<file path="src/rtl/stack_arb_pkg.sv">
// Shared types for the stack arbiter: FSM state encoding and push/pop op codes.
package stack_arb_pkg;

    typedef enum logic [1:0] {
        IDLE  = 2'd0,
        ISSUE = 2'd1,
        WAIT  = 2'd2,
        RESP  = 2'd3
    } state_t;

    localparam logic OP_PUSH = 1'b1;
    localparam logic OP_POP  = 1'b0;

endpackage

</file>
<file path="src/rtl/stack_arb_grant.sv">
// Combinational one-hot grant picker. With STACK_ARB_RR_EN defined the search
// starts after ptr (round-robin); otherwise the lowest requesting index wins.
module stack_arb_grant #(
    parameter int NREQ = 2,
    parameter int IDW  = 1
) (
    input  logic [NREQ-1:0] req_valid,
    input  logic [IDW-1:0]  ptr,
    output logic [NREQ-1:0] grant
);

    logic found_s;

`ifdef STACK_ARB_RR_EN
    logic [IDW-1:0] idx_s;

    // Rotating search beginning at (ptr + 1) mod NREQ; first valid requester wins.
    always_comb begin
        grant   = '0;
        found_s = 1'b0;
        idx_s   = '0;
        for (int k = 1; k <= NREQ; k++) begin
            idx_s = IDW'((int'(ptr) + k) % NREQ);
            if (!found_s && req_valid[idx_s]) begin
                grant[idx_s] = 1'b1;
                found_s      = 1'b1;
            end else begin
            end
        end
    end
`else
    logic unused_ptr_s;
    assign unused_ptr_s = ^ptr;

    // Fixed priority: lowest valid index wins.
    always_comb begin
        grant   = '0;
        found_s = 1'b0;
        for (int k = 0; k < NREQ; k++) begin
            if (!found_s && req_valid[k]) begin
                grant[k] = 1'b1;
                found_s  = 1'b1;
            end else begin
            end
        end
    end
`endif

endmodule

</file>
<file path="src/rtl/stack_arbiter.sv">
// Shares one LIFO stack between NREQ requesters, one push/pop at a time, with
// overflow/underflow rejection. Define STACK_ARB_RR_EN for round-robin arbitration.
module stack_arbiter
    import stack_arb_pkg::*;
#(
    parameter int WORD  = 16,
    parameter int DEPTH = 1024,
    parameter int NREQ  = 2,
    localparam int IDW  = (NREQ > 1) ? $clog2(NREQ) : 1,
    localparam int CW   = $clog2(DEPTH + 1)
) (
    input  logic                 clk,
    input  logic                 reset,
    input  logic [NREQ-1:0]      req_valid,
    input  logic [NREQ-1:0]      req_op,
    input  logic [NREQ*WORD-1:0] req_data,
    output logic [NREQ-1:0]      req_ready,
    output logic                 resp_valid,
    output logic [IDW-1:0]       resp_id,
    output logic [WORD-1:0]      resp_data,
    output logic                 resp_err,
    output logic                 stk_push,
    output logic                 stk_pop,
    output logic [WORD-1:0]      stk_data_i,
    input  logic [WORD-1:0]      stk_data_o,
    output logic [CW-1:0]        level,
    output logic                 is_full,
    output logic                 is_empty
);

    state_t          state_r, state_nxt_s;
    logic [NREQ-1:0] grant_s;
    logic [IDW-1:0]  ptr_s;
    logic            hs_s;
    logic [IDW-1:0]  hs_id_s;
    logic            hs_op_s;
    logic [WORD-1:0] hs_data_s;
    logic            hs_err_s;

    logic            op_r;
    logic [CW-1:0]   level_r, level_nxt_s;
    logic            full_r, empty_r;
    logic            push_nxt_s, pop_nxt_s, resp_nxt_s;
    logic            stk_push_r, stk_pop_r, resp_valid_r, resp_err_r;
    logic [WORD-1:0] stk_data_r, resp_data_r;
    logic [IDW-1:0]  resp_id_r;

    stack_arb_grant #(.NREQ(NREQ), .IDW(IDW)) u_grant (
        .req_valid (req_valid),
        .ptr       (ptr_s),
        .grant     (grant_s)
    );

`ifdef STACK_ARB_RR_EN
    logic [IDW-1:0] ptr_r;

    // Round-robin pointer remembers the last granted requester.
    always_ff @(posedge clk or negedge reset) begin
        if (!reset) begin
            ptr_r <= IDW'(NREQ - 1);
        end else if (hs_s) begin
            ptr_r <= hs_id_s;
        end else begin
            ptr_r <= ptr_r;
        end
    end
    assign ptr_s = ptr_r;
`else
    assign ptr_s = '0;
`endif

    assign req_ready = (state_r == IDLE) ? grant_s : '0;
    assign hs_s      = |(req_valid & req_ready);
    assign hs_op_s   = req_op[hs_id_s];
    assign hs_data_s = req_data[hs_id_s*WORD +: WORD];
    // A rejected operation never strobes the stack, so level cannot wrap.
    assign hs_err_s  = (hs_op_s == OP_PUSH) ? full_r : empty_r;

    // Encode the one-hot grant into a requester index.
    always_comb begin
        hs_id_s = '0;
        for (int k = 0; k < NREQ; k++) begin
            if (grant_s[k]) begin
                hs_id_s = IDW'(k);
            end else begin
            end
        end
    end

    // FSM state register.
    always_ff @(posedge clk or negedge reset) begin
        if (!reset) begin
            state_r <= IDLE;
        end else begin
            state_r <= state_nxt_s;
        end
    end

    // FSM next-state logic.
    always_comb begin
        state_nxt_s = state_r;
        case (state_r)
            IDLE: begin
                if (hs_s) begin
                    state_nxt_s = hs_err_s ? RESP : ISSUE;
                end else begin
                    state_nxt_s = IDLE;
                end
            end
            ISSUE:   state_nxt_s = (op_r == OP_PUSH) ? RESP : WAIT;
            WAIT:    state_nxt_s = RESP;
            RESP:    state_nxt_s = IDLE;
            default: state_nxt_s = IDLE;
        endcase
    end

    // FSM outputs: next values of the registered strobes, response pulse and level.
    always_comb begin
        push_nxt_s  = 1'b0;
        pop_nxt_s   = 1'b0;
        level_nxt_s = level_r;
        if (hs_s && !hs_err_s) begin
            push_nxt_s = (hs_op_s == OP_PUSH);
            pop_nxt_s  = (hs_op_s == OP_POP);
        end else begin
        end
        if (state_r == ISSUE) begin
            if (op_r == OP_PUSH) begin
                level_nxt_s = level_r + CW'(1);
            end else begin
                level_nxt_s = level_r - CW'(1);
            end
        end else begin
        end
        resp_nxt_s = (state_nxt_s == RESP);
    end

    // Datapath registers: latched request, stack strobes, occupancy and response.
    always_ff @(posedge clk or negedge reset) begin
        if (!reset) begin
            op_r         <= OP_POP;
            stk_push_r   <= 1'b0;
            stk_pop_r    <= 1'b0;
            stk_data_r   <= '0;
            resp_valid_r <= 1'b0;
            resp_err_r   <= 1'b0;
            resp_id_r    <= '0;
            resp_data_r  <= '0;
            level_r      <= '0;
            full_r       <= 1'b0;
            empty_r      <= 1'b1;
        end else begin
            stk_push_r   <= push_nxt_s;
            stk_pop_r    <= pop_nxt_s;
            resp_valid_r <= resp_nxt_s;
            level_r      <= level_nxt_s;
            full_r       <= (level_nxt_s == CW'(DEPTH));
            empty_r      <= (level_nxt_s == '0);
            if (hs_s) begin
                op_r        <= hs_op_s;
                resp_id_r   <= hs_id_s;
                resp_err_r  <= hs_err_s;
                resp_data_r <= '0;
                if (push_nxt_s) begin
                    stk_data_r <= hs_data_s;
                end else begin
                    stk_data_r <= stk_data_r;
                end
            end else if (state_r == WAIT) begin
                resp_data_r <= stk_data_o;
            end else begin
            end
        end
    end

    assign stk_push   = stk_push_r;
    assign stk_pop    = stk_pop_r;
    assign stk_data_i = stk_data_r;
    assign resp_valid = resp_valid_r;
    assign resp_err   = resp_err_r;
    assign resp_id    = resp_id_r;
    assign resp_data  = resp_data_r;
    assign level      = level_r;
    assign is_full    = full_r;
    assign is_empty   = empty_r;

endmodule

</file>
<file path="config.mk">
export PLATFORM = sky130hd
export DESIGN_NAME = stack_arbiter
export DESIGN_NICKNAME = d
export VERILOG_FILES = /design/src/rtl/stack_arb_pkg.sv /design/src/rtl/stack_arb_grant.sv /design/src/rtl/stack_arbiter.sv
export SDC_FILE = /design/constraint.sdc
export NUM_CORES = 1
export LEC_CHECK = 0
export ABC_CLOCK_PERIOD_IN_PS = 2700
export BUFFER_PORTS_ARGS = -buffer_cell sky130_fd_sc_hd__buf_2
export CORE_MARGIN = 2
export CORE_UTILIZATION = 49
export DETAILED_ROUTE_END_ITERATION = 10
export PLACE_DENSITY = 0.89
export SETUP_SLACK_MARGIN = 0.2
export SLEW_MARGIN = 40
export SYNTH_ARGS = -nofsm -noshare
export SYNTH_HDL_FRONTEND = slang
export SYNTH_SLANG_ARGS = --single-unit
</file>
<file path="constraint.sdc">
create_clock -name clk -period 2.7 [get_ports clk]
set_input_delay 0.135 -clock clk [delete_from_list [all_inputs] [get_ports clk]]
set_output_delay 0.135 -clock clk [all_outputs]
set_load 0.1 [all_outputs]
</file>
==> flow_metrics.env <==
export IMPL_post_route_period_util_pct=91.6
export IMPL_start_kind="register"
export IMPL_grt_pass1_wl_um=10300
export IMPL_final_layout_size_suffix_gt1_share_pct=40.8
export IMPL_synth_top_family_by_area="multiplexers"
export IMPL_endpoint="is_full$_DFF_PN0_"
export IMPL_vias_per_cell=5.33
export IMPL_final_hold_viol_count=0
export IMPL_hpwl_um=4970
export IMPL_routed_wl_um=6700
export IMPL_drv_cap=0
export IMPL_reg2regPathDepth=8
export IMPL_grt_max_degree=36
export IMPL_syn2layout_area_growth_pct=30.9
export IMPL_synth_xor_area_share_pct=1.89
export IMPL_row_count=27
export IMPL_yosys_top_cells_area="dfrtp_1 (47%), mux2i_1 (13%), ha_1 (5.8%), o21ai_0 (4.1%), nand2_1 (3.6%)"
export IMPL_slowest_delay_ps=430
export IMPL_synth_cell_type_count=44
export IMPL_port_buffer_count=105
export IMPL_relSlewSlack_pct=64.3
export IMPL_synth_compound_area_share_pct=12.5
export IMPL_antenna_left=0
export IMPL_yosysMostFrequentCell="dfrtp_1"
export IMPL_grt_pass1_vias=2217
export IMPL_chipWidth_um=79.4
export IMPL_synthCells=262
export IMPL_synth_edff_count=0
export IMPL_root_buffer="clkbuf_8"
export IMPL_worst_skew_pair_late_latency_ps=300
export IMPL_ys_seq_elements=53
export IMPL_core_area_sq_mm=0.00551
export IMPL_cts_made_buffers=5
export IMPL_cts_tree="built"
export IMPL_worstMarginPinSlew_ps=536
export IMPL_finalSetupViolCount=0
export IMPL_htreeDepth=2
export IMPL_clock_sinks=53
export IMPL_path_clk_slew_ps=90
export IMPL_dr_pass1_iters=4
export IMPL_reg2reg_to="is_full$_DFF_PN0_"
export IMPL_r2r_start="op_r$_DFFE_PN0P_"
export IMPL_via_count=2384
export IMPL_synth_nets=330
export IMPL_clockBufferDepth=2
export IMPL_critical_path_top_delay_family="compound AO/OA/AOI/OAI gates"
export IMPL_min_path_type="in -> reg"
export IMPL_track_usage_pct=20.9
export IMPL_die_y_um=79.4
export IMPL_synth_mux_area_share_pct=14.6
export IMPL_finalCriticalPeriod_ps=2470
export IMPL_synthArstFlopShare_pct=100
export IMPL_ys_flop_type="dfrtp_1"
export IMPL_tns_ps=0
export IMPL_io_pins=106
export IMPL_post_route_util_pct=66.2
export IMPL_cp_startpoint="op_r$_DFFE_PN0P_"
export IMPL_num_antenna_cells=0
export IMPL_setup_worst_path_class="reg -> reg"
export IMPL_grt_antenna_before_repair=0
export IMPL_netlist_top_cells_count="dfrtp_1 (52), mux2i_1 (35), nand2_1 (27)"
export IMPL_multi_input_area_sq_mm=0.00145
export IMPL_cp_data_arrival_time_ps=2700
export IMPL_drc=0
export IMPL_seq_area_frac_synth_pct=47.7
export IMPL_avgSynthCellArea_sq_um=10.6
export IMPL_yosysTopAreaCellShare_pct=46.7
export IMPL_yosys_area_share_simple_pct=13.4
export IMPL_status="finished clean"
export IMPL_syn_area_sq_mm=0.00278
export IMPL_slowest_stage="a2111oi_4"
export IMPL_skew_ps=4.33
export IMPL_register_area_sq_mm=0.00134
export IMPL_start_util_pct=50.6
export IMPL_cp_end_kind="register"
export IMPL_wl_per_cell_um=15.0
export IMPL_worstPathBufferInverterCount=1
export IMPL_rrSetupSlack_ps=230
export IMPL_synth_fa_ha_area_share_pct=6.56
export IMPL_path_max_fanout=7
export IMPL_drtIter0Drc=84
export IMPL_cp_cell_sequence="clkinvlp_4 -> fa_2 -> a21o_1 -> a21oi_1 -> xnor2_1 -> a2111oi_4 -> nand4bb_4 -> nor3b_2"
export IMPL_slew_viol_final=0
export IMPL_die_area_sq_mm=0.00630
export IMPL_rsz0062_at_grt="true"
export IMPL_cp_required_ps=2920
export IMPL_fmax_mhz=404
export IMPL_overflow=0
export IMPL_yosysTopAreaCell="dfrtp_1"
export IMPL_yosys_warnings=0
export IMPL_worstSetupPathDepth=8
export IMPL_gp_congestion=0.964
export IMPL_nNetsFinal=442
export IMPL_num_fill_cells=443
==> final cells by class <==
cell class              instances  area share (%)
clock buffers                   6            1.99
clock inverters                 2            1.06
inverters                       8           0.927
multi-input cells             189            39.8
flip-flops and latches         53            36.6
well taps                      72            2.47
repair buffers                117            17.1
==> worst reg2reg max path, delay by kind of cell (launching register included) <==
| kind | cells | cell delay, ps |
|---|---|---|
| xor gates and xnor gates | 1 | 160 |
| adders and majority gates | 1 | 390 |
| AOI/OAI and AO/OA | 3 | 860 |
| and+or+nand+nor | 2 | 380 |
| DFF | 1 | 400 |
| buffers and inverters | 1 | 200 |
==> sequential cells by signal (all words and copies together), names as in the netlist <==
| name | count |
|---|---|
| is_empty | 1 |
| is_full | 1 |
| level | 11 |
| op_r | 1 |
| resp_data | 16 |
| resp_err | 1 |
| resp_id | 1 |
| resp_valid | 1 |
| state_r | 2 |
| stk_data_i | 16 |
| stk_pop | 1 |
| stk_push | 1 |
==> layer usage <==
layer  vias up  share of wire, %  track usage, %
li1       1152                 -               -
met3        16               4.4            3.96
met5         -                 0               0
met4         0               2.9            8.45
met1      1144                40            25.3
met2        72                53            36.6
==> worst min-delay path by stage <==
stage,to,start,cells past startpoint,slack (ps)
finish,resp_data[8]$_DFFE_PN0P_,stk_data_o[8],3,80
detailed placement,resp_data[2]$_DFFE_PN0P_,reset,1,260
global route,resp_data[8]$_DFFE_PN0P_,stk_data_o[8],3,80
global placement,resp_data[3]$_DFFE_PN0P_,reset,1,240
CTS,resp_data[15]$_DFFE_PN0P_,stk_data_o[15],3,80
floorplan,is_full$_DFF_PN0_,reset,0,-160
==> what timing repair did <==
item,in CTS,in global routing
resized for setup,2,15
endpoints found under the hold margin,33,0
hold buffers,1,0
setup endpoints to repair,4,4
setup buffers,2,4
pin swaps,1,6
==> stage by stage <==
stage / std cells / cell area [sq um] / hold WS, ps / setup WS (ps)
after global placement: 432 / 3390 / 244 / 199
after floorplan: 262 / 2790 / -161 / 230
final: 447 / 3640 / 81.0 / 226
after CTS: 443 / 3530 / 75.2 / 215
after global routing: 447 / 3640 / 78.7 / 111
after detailed placement: 432 / 3390 / 259 / 100
==> layout by cell type, fill, tap and decap left out, types with 3 or more instances in the layout <==
cell type	instances
a211oi_1	3
o21ai_1	3
buf_2	104
ha_1	10
nor2_1	20
a21oi_1	8
buf_4	11
mux2_2	4
nand2_1	27
nand3_1	5
clkbuf_8	5
mux2i_1	35
dfrtp_2	6
xnor2_1	3
a21o_1	5
and2_1	4
o21ai_0	21
dfrtp_1	46
a21oi_2	3
xor2_1	3
inv_1	7
==> cells by family after synthesis <==
kind of cell	after synthesis
XOR/XNOR	6
adder cells (fa/ha/maj)	14
flip-flops	53
buffers and inverters	20
multiplexers	40
AO/OA/AOI/OAI	54
AND/OR/NAND/NOR	75
Power is left out: the tool's default activity adds up to more than one toggle a clock period on the data nets, which glitch-free logic cannot reach.
